File: src/rtl/fifo_pkg.sv
// Shared definitions for the parameterised FIFO: read-mode enum and default parameter values.
package fifo_pkg;

  typedef enum logic {
    FIFO_STD  = 1'b0,
    FIFO_FWFT = 1'b1
  } fifo_mode_e;

  localparam int FIFO_DEF_DATA_WIDTH = 16;
  localparam int FIFO_DEF_DEPTH      = 8;
  localparam int FIFO_DEF_AE_LEVEL   = 1;
  localparam int FIFO_DEF_FWFT       = 0;

  // Maps the integer FWFT parameter onto the read-mode enum.
  function automatic fifo_mode_e mode_from_param(input int fwft);
    return (fwft != 0) ? FIFO_FWFT : FIFO_STD;
  endfunction

endpackage

File: src/rtl/fifo_mem.sv
// FIFO storage: DEPTH x DATA_WIDTH array, one synchronous write port, one asynchronous read port.
module fifo_mem #(
  parameter int DATA_WIDTH = 16,
  parameter int DEPTH      = 8,
  parameter int ADDR_WIDTH = $clog2(DEPTH)
) (
  input  logic                  clk,
  input  logic                  we,
  input  logic [ADDR_WIDTH-1:0] waddr,
  input  logic [DATA_WIDTH-1:0] wdata,
  input  logic [ADDR_WIDTH-1:0] raddr,
  output logic [DATA_WIDTH-1:0] rdata
);

  logic [DATA_WIDTH-1:0] mem [DEPTH];

  // Store the pushed word; contents are never cleared, occupancy tracking makes stale words invisible.
  always_ff @(posedge clk) begin
    if (we) mem[waddr] <= wdata;
  end

  assign rdata = mem[raddr];

endmodule

File: src/rtl/param_fifo.sv
// Parameterised synchronous FIFO with status flags, sticky error flags and a selectable read mode.
module param_fifo
  import fifo_pkg::*;
#(
  parameter int DATA_WIDTH = FIFO_DEF_DATA_WIDTH,
  parameter int DEPTH      = FIFO_DEF_DEPTH,
  parameter int AF_LEVEL   = DEPTH - 1,
  parameter int AE_LEVEL   = FIFO_DEF_AE_LEVEL,
  parameter int FWFT       = FIFO_DEF_FWFT,
  localparam int ADDR_WIDTH = $clog2(DEPTH)
) (
  input  logic                  clk,
  input  logic                  reset_n,
  input  logic                  write_en,
  input  logic                  read_en,
  input  logic [DATA_WIDTH-1:0] data_in,
  input  logic                  clr_err,
  output logic [DATA_WIDTH-1:0] data_out,
  output logic                  data_valid,
  output logic [ADDR_WIDTH:0]   count,
  output logic                  full,
  output logic                  empty,
  output logic                  almost_full,
  output logic                  almost_empty,
  output logic                  overflow,
  output logic                  underflow
);

  localparam fifo_mode_e MODE = mode_from_param(FWFT);

  localparam logic [ADDR_WIDTH:0] CNT_FULL = (ADDR_WIDTH + 1)'(DEPTH);
  localparam logic [ADDR_WIDTH:0] CNT_AF   = (ADDR_WIDTH + 1)'(AF_LEVEL);
  localparam logic [ADDR_WIDTH:0] CNT_AE   = (ADDR_WIDTH + 1)'(AE_LEVEL);

  logic [ADDR_WIDTH-1:0] wr_ptr;
  logic [ADDR_WIDTH-1:0] rd_ptr;
  logic [DATA_WIDTH-1:0] mem_rdata;
  logic                  wr_ok;
  logic                  rd_ok;
  logic                  mem_we;

  assign full         = (count == CNT_FULL);
  assign empty        = (count == '0);
  assign almost_full  = (count >= CNT_AF);
  assign almost_empty = (count <= CNT_AE);

  // A read frees a slot in the same cycle, so a full FIFO still accepts a paired write.
  assign rd_ok  = read_en && !empty;
  assign wr_ok  = write_en && (!full || rd_ok);
  assign mem_we = wr_ok && reset_n;

  fifo_mem #(
    .DATA_WIDTH (DATA_WIDTH),
    .DEPTH      (DEPTH),
    .ADDR_WIDTH (ADDR_WIDTH)
  ) u_mem (
    .clk   (clk),
    .we    (mem_we),
    .waddr (wr_ptr),
    .wdata (data_in),
    .raddr (rd_ptr),
    .rdata (mem_rdata)
  );

  // Pointers wrap naturally at DEPTH (power of two); count moves only when exactly one side is accepted.
  always_ff @(posedge clk) begin
    if (!reset_n) begin
      wr_ptr <= '0;
      rd_ptr <= '0;
      count  <= '0;
    end else begin
      if (wr_ok) wr_ptr <= wr_ptr + 1'b1;
      if (rd_ok) rd_ptr <= rd_ptr + 1'b1;
      if (wr_ok && !rd_ok)      count <= count + 1'b1;
      else if (rd_ok && !wr_ok) count <= count - 1'b1;
    end
  end

  // Sticky error flags: a new error in the same cycle wins over clr_err.
  always_ff @(posedge clk) begin
    if (!reset_n) begin
      overflow  <= 1'b0;
      underflow <= 1'b0;
    end else begin
      if (write_en && !wr_ok) overflow <= 1'b1;
      else if (clr_err)       overflow <= 1'b0;
      if (read_en && !rd_ok)  underflow <= 1'b1;
      else if (clr_err)       underflow <= 1'b0;
    end
  end

  generate
    if (MODE == FIFO_FWFT) begin : g_fwft
      // Head entry is shown directly; masked to zero while empty so stale memory never leaks out.
      assign data_out   = empty ? '0 : mem_rdata;
      assign data_valid = !empty;
    end else begin : g_std
      logic [DATA_WIDTH-1:0] data_q;
      logic                  valid_q;

      // Registered read: capture the head on an accepted read and flag it valid for one cycle.
      always_ff @(posedge clk) begin
        if (!reset_n) begin
          data_q  <= '0;
          valid_q <= 1'b0;
        end else begin
          valid_q <= rd_ok;
          if (rd_ok) data_q <= mem_rdata;
        end
      end

      assign data_out   = data_q;
      assign data_valid = valid_q;
    end
  endgenerate

endmodule

File: config.mk
export PLATFORM = sky130hd
export DESIGN_NAME = param_fifo
export DESIGN_NICKNAME = d
export VERILOG_FILES = /design/src/rtl/fifo_pkg.sv /design/src/rtl/fifo_mem.sv /design/src/rtl/param_fifo.sv
export SDC_FILE = /design/constraint.sdc
export NUM_CORES = 1
export LEC_CHECK = 0
export ABC_AREA = 1
export BUFFER_PORTS_ARGS = -buffer_cell sky130_fd_sc_hd__buf_4
export CAP_MARGIN = 20
export CORE_AREA = 4 4 158 160
export CTS_BUF_LIST = sky130_fd_sc_hd__clkbuf_4
export DETAILED_ROUTE_END_ITERATION = 8
export DIE_AREA = 0 0 162 164
export RECOVER_POWER = 25
export SLEW_MARGIN = 20
export SYNTH_ARGS = -nofsm -noshare
export SYNTH_HDL_FRONTEND = slang
export SYNTH_HIERARCHICAL = 1
export SYNTH_SLANG_ARGS = --single-unit
File: constraint.sdc
create_clock -name clk -period 2.7 [get_ports clk]
set_input_delay 0.27 -clock clk [delete_from_list [all_inputs] [get_ports clk]]
set_output_delay 0.27 -clock clk [all_outputs]
set_load 0.05 [all_outputs]
# Yosys cells after proc, flatten, opt, wreduce, memory -nomap -nowiden
# Memories as Yosys holds them, arrays and structs flattened. A register that Yosys moved wholly into a read port is not among the register bits.
# Index checks and enable logic that the tools add are counted.
# classes
mux	7
addsub	4
n_eq_ne	1
n_lt_le_gt_ge	2
reduce_logical	17
# op_table
operator	count
4-bit 2-to-1 mux	2
1-bit logical AND	7
3-bit by 1-bit adder with 3-bit output, second input constant	2
2-bit nonzero test	3
1-bit zero test	5
1-bit 2-to-1 mux	5
4-bit by 1-bit adder with 4-bit output, second input constant	1
4-bit == test, second input constant	1
4-bit by 3-bit greater-or-equal comparator with 1-bit output, second input constant	1
4-bit by 1-bit less-or-equal comparator with 1-bit output, second input constant	1
4-bit zero test	1
4-bit by 1-bit subtractor with 4-bit output, second input constant	1
1-bit logical OR	1
# word_totals
ram_bits	128
wordCells	38
mem_count	1
reg_bits	13
in_bits	21
# mem_list
name	depth	width	read_ports	rd_ports_with_merged_regs	write_ports	line_no	source
u_mem.mem	8	16	1	1	1	fifo_mem.sv:15	logic [DATA_WIDTH-1:0] mem [DEPTH];

# Longest topological paths before layout
# logic_depth
word_depth	9
depth_mapped	14

# Modules after synthesis
# Netlist, hierarchy kept.
# modules_own_cells
mod	cells_each	seq_area_each_um2	n_inst	area_each_um2
fifo_mem	571	3843.7	1	5669.2
param_fifo	168	580.6	1	1263.7

# Least setup slack after synthesis
# No wires, ideal clock.
# synth_timing
path_type	register to register
start	register count[0]
end	memory u_mem.mem[1][0] (enable)
slack_ps	-179
arrival_time_ps	2491
synth_period_minus_slack_ps	2879
stages_incl_launch_ff	10
cell_sequence	dfxtp_1 -> inv_1 -> ha_1 -> nand2_1 -> nor2_2 -> nand2_2 -> nand2_2 -> nor2_1 -> nand2_1 -> nor2_1
# synth_rtl
item	line_no	source
start, declared	param_fifo.sv:20	output logic [ADDR_WIDTH:0] count,
start signal, assigned	param_fifo.sv:74	if (wr_ok && !rd_ok) count <= count + 1'b1;
start signal, assigned	param_fifo.sv:75	else if (rd_ok && !wr_ok) count <= count - 1'b1;
4-bit == test	param_fifo.sv:42	assign full = (count == CNT_FULL);
via full	param_fifo.sv:21	output logic full,
1-bit zero test	param_fifo.sv:49	assign wr_ok = write_en && (!full || rd_ok);
1-bit logical OR	param_fifo.sv:49	
1-bit logical AND	param_fifo.sv:49	
1-bit logical AND	param_fifo.sv:50	assign mem_we = wr_ok && reset_n;
via mem_we	param_fifo.sv:40	logic mem_we;
1-bit 2-to-1 mux	fifo_mem.sv:19	if (we) mem[waddr] <= wdata;
1-bit 2-to-1 mux (implied by the code)	fifo_mem.sv:19	
end, declared	fifo_mem.sv:15	
# The timed path passes the listed nets, and every way through them passes these cells.

# Worst setup path in the final report
# layout_timing
start	register count[0]
end	memory u_mem.mem[6][8] (enable)
# layout_via
elab_chain_len	8
# layout_rtl
item	line_no	source
4-bit zero test	param_fifo.sv:43	assign empty = (count == '0);
1-bit zero test	param_fifo.sv:48	assign rd_ok = read_en && !empty;
1-bit logical AND	param_fifo.sv:48	
1-bit logical OR *	param_fifo.sv:49	
1-bit logical AND *	param_fifo.sv:49	
1-bit logical AND *	param_fifo.sv:50	
via mem_we	param_fifo.sv:40	
1-bit 2-to-1 mux *	fifo_mem.sv:19	
1-bit 2-to-1 mux (implied by the code) *	fifo_mem.sv:19	
# The timed path passes the listed nets; every way through them passes the cells marked *.

==> metrics <==
Pre-antenna DRT Iters 5; YS warnings 6; Post-Syn Nets 767; Post-route DRC 0; critical path's largest stage delay 440 ps; num ports 48; Power Density 866 nW/um^2; Leakage 3.59 nW; Synth Cell Area 6930 um^2; hold wc startpoint read_en; Final nets 837; final critical-path share of the clock period 80.3%; initial antenna violation count 1; final setup fails 0; cells after synthesis 739; num rows 56; Yosys cell types 22; Final Wtd Congestion 0.793; CTS tree yes; Final Hold Fails 0; GRT overflow 0; vias per cell 4.16; root buf cell clkbuf_4; Num CTS Buffers 17; Avg Inst Size Synth 9.38 um^2; Slew Limit Fails 0; Finished Layout Cells 1142; largest net degree at the start of global routing 65; R2R cell count 10; Worst Hold Class in2reg; Die Height 164 um; Die X-Extent 162 um; #FFs+latches synth 157; # port buffers 47; Worst Skew 15.7 ps; post-cts resize count 0; hold path cells 4; Area Growth Syn to Fin 16.1%; RSZ-0062 raised after global routing no; CTS Buffer Depth 2; Final min period 2170 ps; total wire length 15400 um; Setup Fix Bufs, Post-CTS 0; crit-path cells inv_1, ha_1, nand2_1, nor2_2, nand2_2, nand2_2, nor2_1, nand2_1, nor2_1, buf_4; Fmax 461 MHz; Synth async-reset ratio 0%; Worst-path clk slew 120 ps; vias in the first global route 4373; share of cells above drive strength 1 10.7%; global-route wire length before repair 24200 um; Setup crit start kind flop; area leader, netlist edfxtp_1; slowest CP cell dfxtp_1; crit path from count[0]; Die Area 26600 um^2; top cell type's share of synthesized area 55.4%; post-synthesis sequential area ratio 63.8%; Sink Count 157; Initial Util 29.6%; peak supply drop 0.488 mV; H-tree levels 4; Worst Tran Pin Value 1080 ps; clk_lat worst skew 560 ps; gr usage total 12.0%; final core utilization 34.4%; nature of the critical path endpoint flop; Post-synth top cells 235 x nand2_1, 147 x inv_1, 128 x edfxtp_1; WS Path Type reg2reg; number of DRC markers in iteration 0 410; Worst Path Required 2950 ps; Filler Cell Count 2444; Max Cap Viol 0; Post-synth EDFFs 128; top_reg_cell synth edfxtp_1; Core Area 23400 um^2; placed cell count 1089; via count 4746; top-count cell post-synth nand2_1; RR Startpoint count[0]; number of routed nets with antenna violations 0; Critical Path AT 2420 ps; Routed wire per std cell 13.5 um; Max FO, Critical Path 16; status complete, no violations; Area contributors post-synth edfxtp_1 55%, nand2_1 13%, dfxtp_1 8.4%; Worst slew margin 28.1%; detailed-placement wirelength estimate 10200 um
logic make-up (layout without fill, tap and decap cells):
kind of cell	Yosys count	after routing	share of synthesized area [%]
DFF	157	157	63.8
xor gates and xnor gates	2	2	0.253
buffers and inverters	179	262	11.2
adders and majority gates	7	7	1.26
AOI/OAI and AO/OA	30	30	2.24
and+or+nand+nor	364	364	21.2
other	0	1	0
repair_timing:
item	4_1_cts	5_1_grt
endpoints found under the setup margin	0	0
hold buffers	20	0
endpoints found under the hold margin	134	0
final timing paths:
kind	endpoint	slack [ps]
setup / recovery	u_mem/mem[6][8]	530
hold / removal	overflow	40
setup reg to reg	u_mem/mem[6][8]	530
hold reg to reg	overflow	470
worst max-delay path: cells and delay by family (launching register included):
kind,cells,cell delay (ps)
flops,1,440
buf+inv,2,380
simple gates,7,810
fa+ha+maj,1,240
cells in the final DEF, fill, tap and decap left out:
cell,count
a21oi_1,6
buf_12,2
buf_4,44
bufinv_16,3
clkbuf_1,14
clkbuf_4,17
clkinv_1,1
clkinv_2,3
clkinv_4,4
clkinvlp_4,4
dfxtp_1,28
dfxtp_2,1
diode_2,1
dlygate4sd3_1,20
edfxtp_1,128
ha_1,7
inv_1,147
inv_2,3
nand2_1,235
nand2_2,4
nand3_1,68
nand3b_1,1
nand4_1,1
nor2_1,52
nor2_2,3
o211ai_1,1
o21a_1,1
o21ai_0,22
xnor2_1,1
xor2_1,1
power breakdown:
| part | switching (mW) | internal [mW] | leakage [nW] |
|---|---|---|---|
| Combinational | 1.82 | 0.762 | 2.05 |
| Clock | 0.815 | 0.636 | 0.151 |
| Sequential | 0.127 | 2.81 | 1.40 |
| Total | 2.77 | 4.20 | 3.59 |
stage by stage:
stage / hold WS [ps] / TNS [ps] / worst slack (ps) / total power, mW / cell area, um^2
detailed placement: 468 / 0 / 554 / 5.58 / 7600
floorplan: 369 / -19700 / -179 / 4.93 / 6940
global placement: 458 / 0 / 599 / 5.56 / 7600
global route: 9.94 / 0 / 300 / 7.43 / 8050
CTS: 7.91 / 0 / 530 / 7.06 / 8100
finish: 44.6 / 0 / 532 / 6.97 / 8050
layer usage:
layer,track usage (%),share of wire (%),vias up
li1,-,-,2436
met3,3.14,5.3,11
met2,17.7,43,112
met5,0,0,-
met1,17.5,50,2187
met4,3.46,1.1,0
cell type report:
type,instances,area (um^2),area share [%]
inverter,150,563,6.99
timing repair buffer,80,623,7.74
clock inverter,15,174,2.16
sequential,157,4430,55.0
antenna,1,2.50,0.0311
multi-input combinational,403,1740,21.6
clock buffer,17,128,1.59
tap,319,399,4.96
sequential cells by signal, summed over array words and instances, names as in the netlist:
name,count
count,4
wr_ptr,3
rd_ptr,3
u_mem/mem,128
underflow,1
overflow,1
data_valid,1
data_out,16
(Power assumes the default switching activity.)
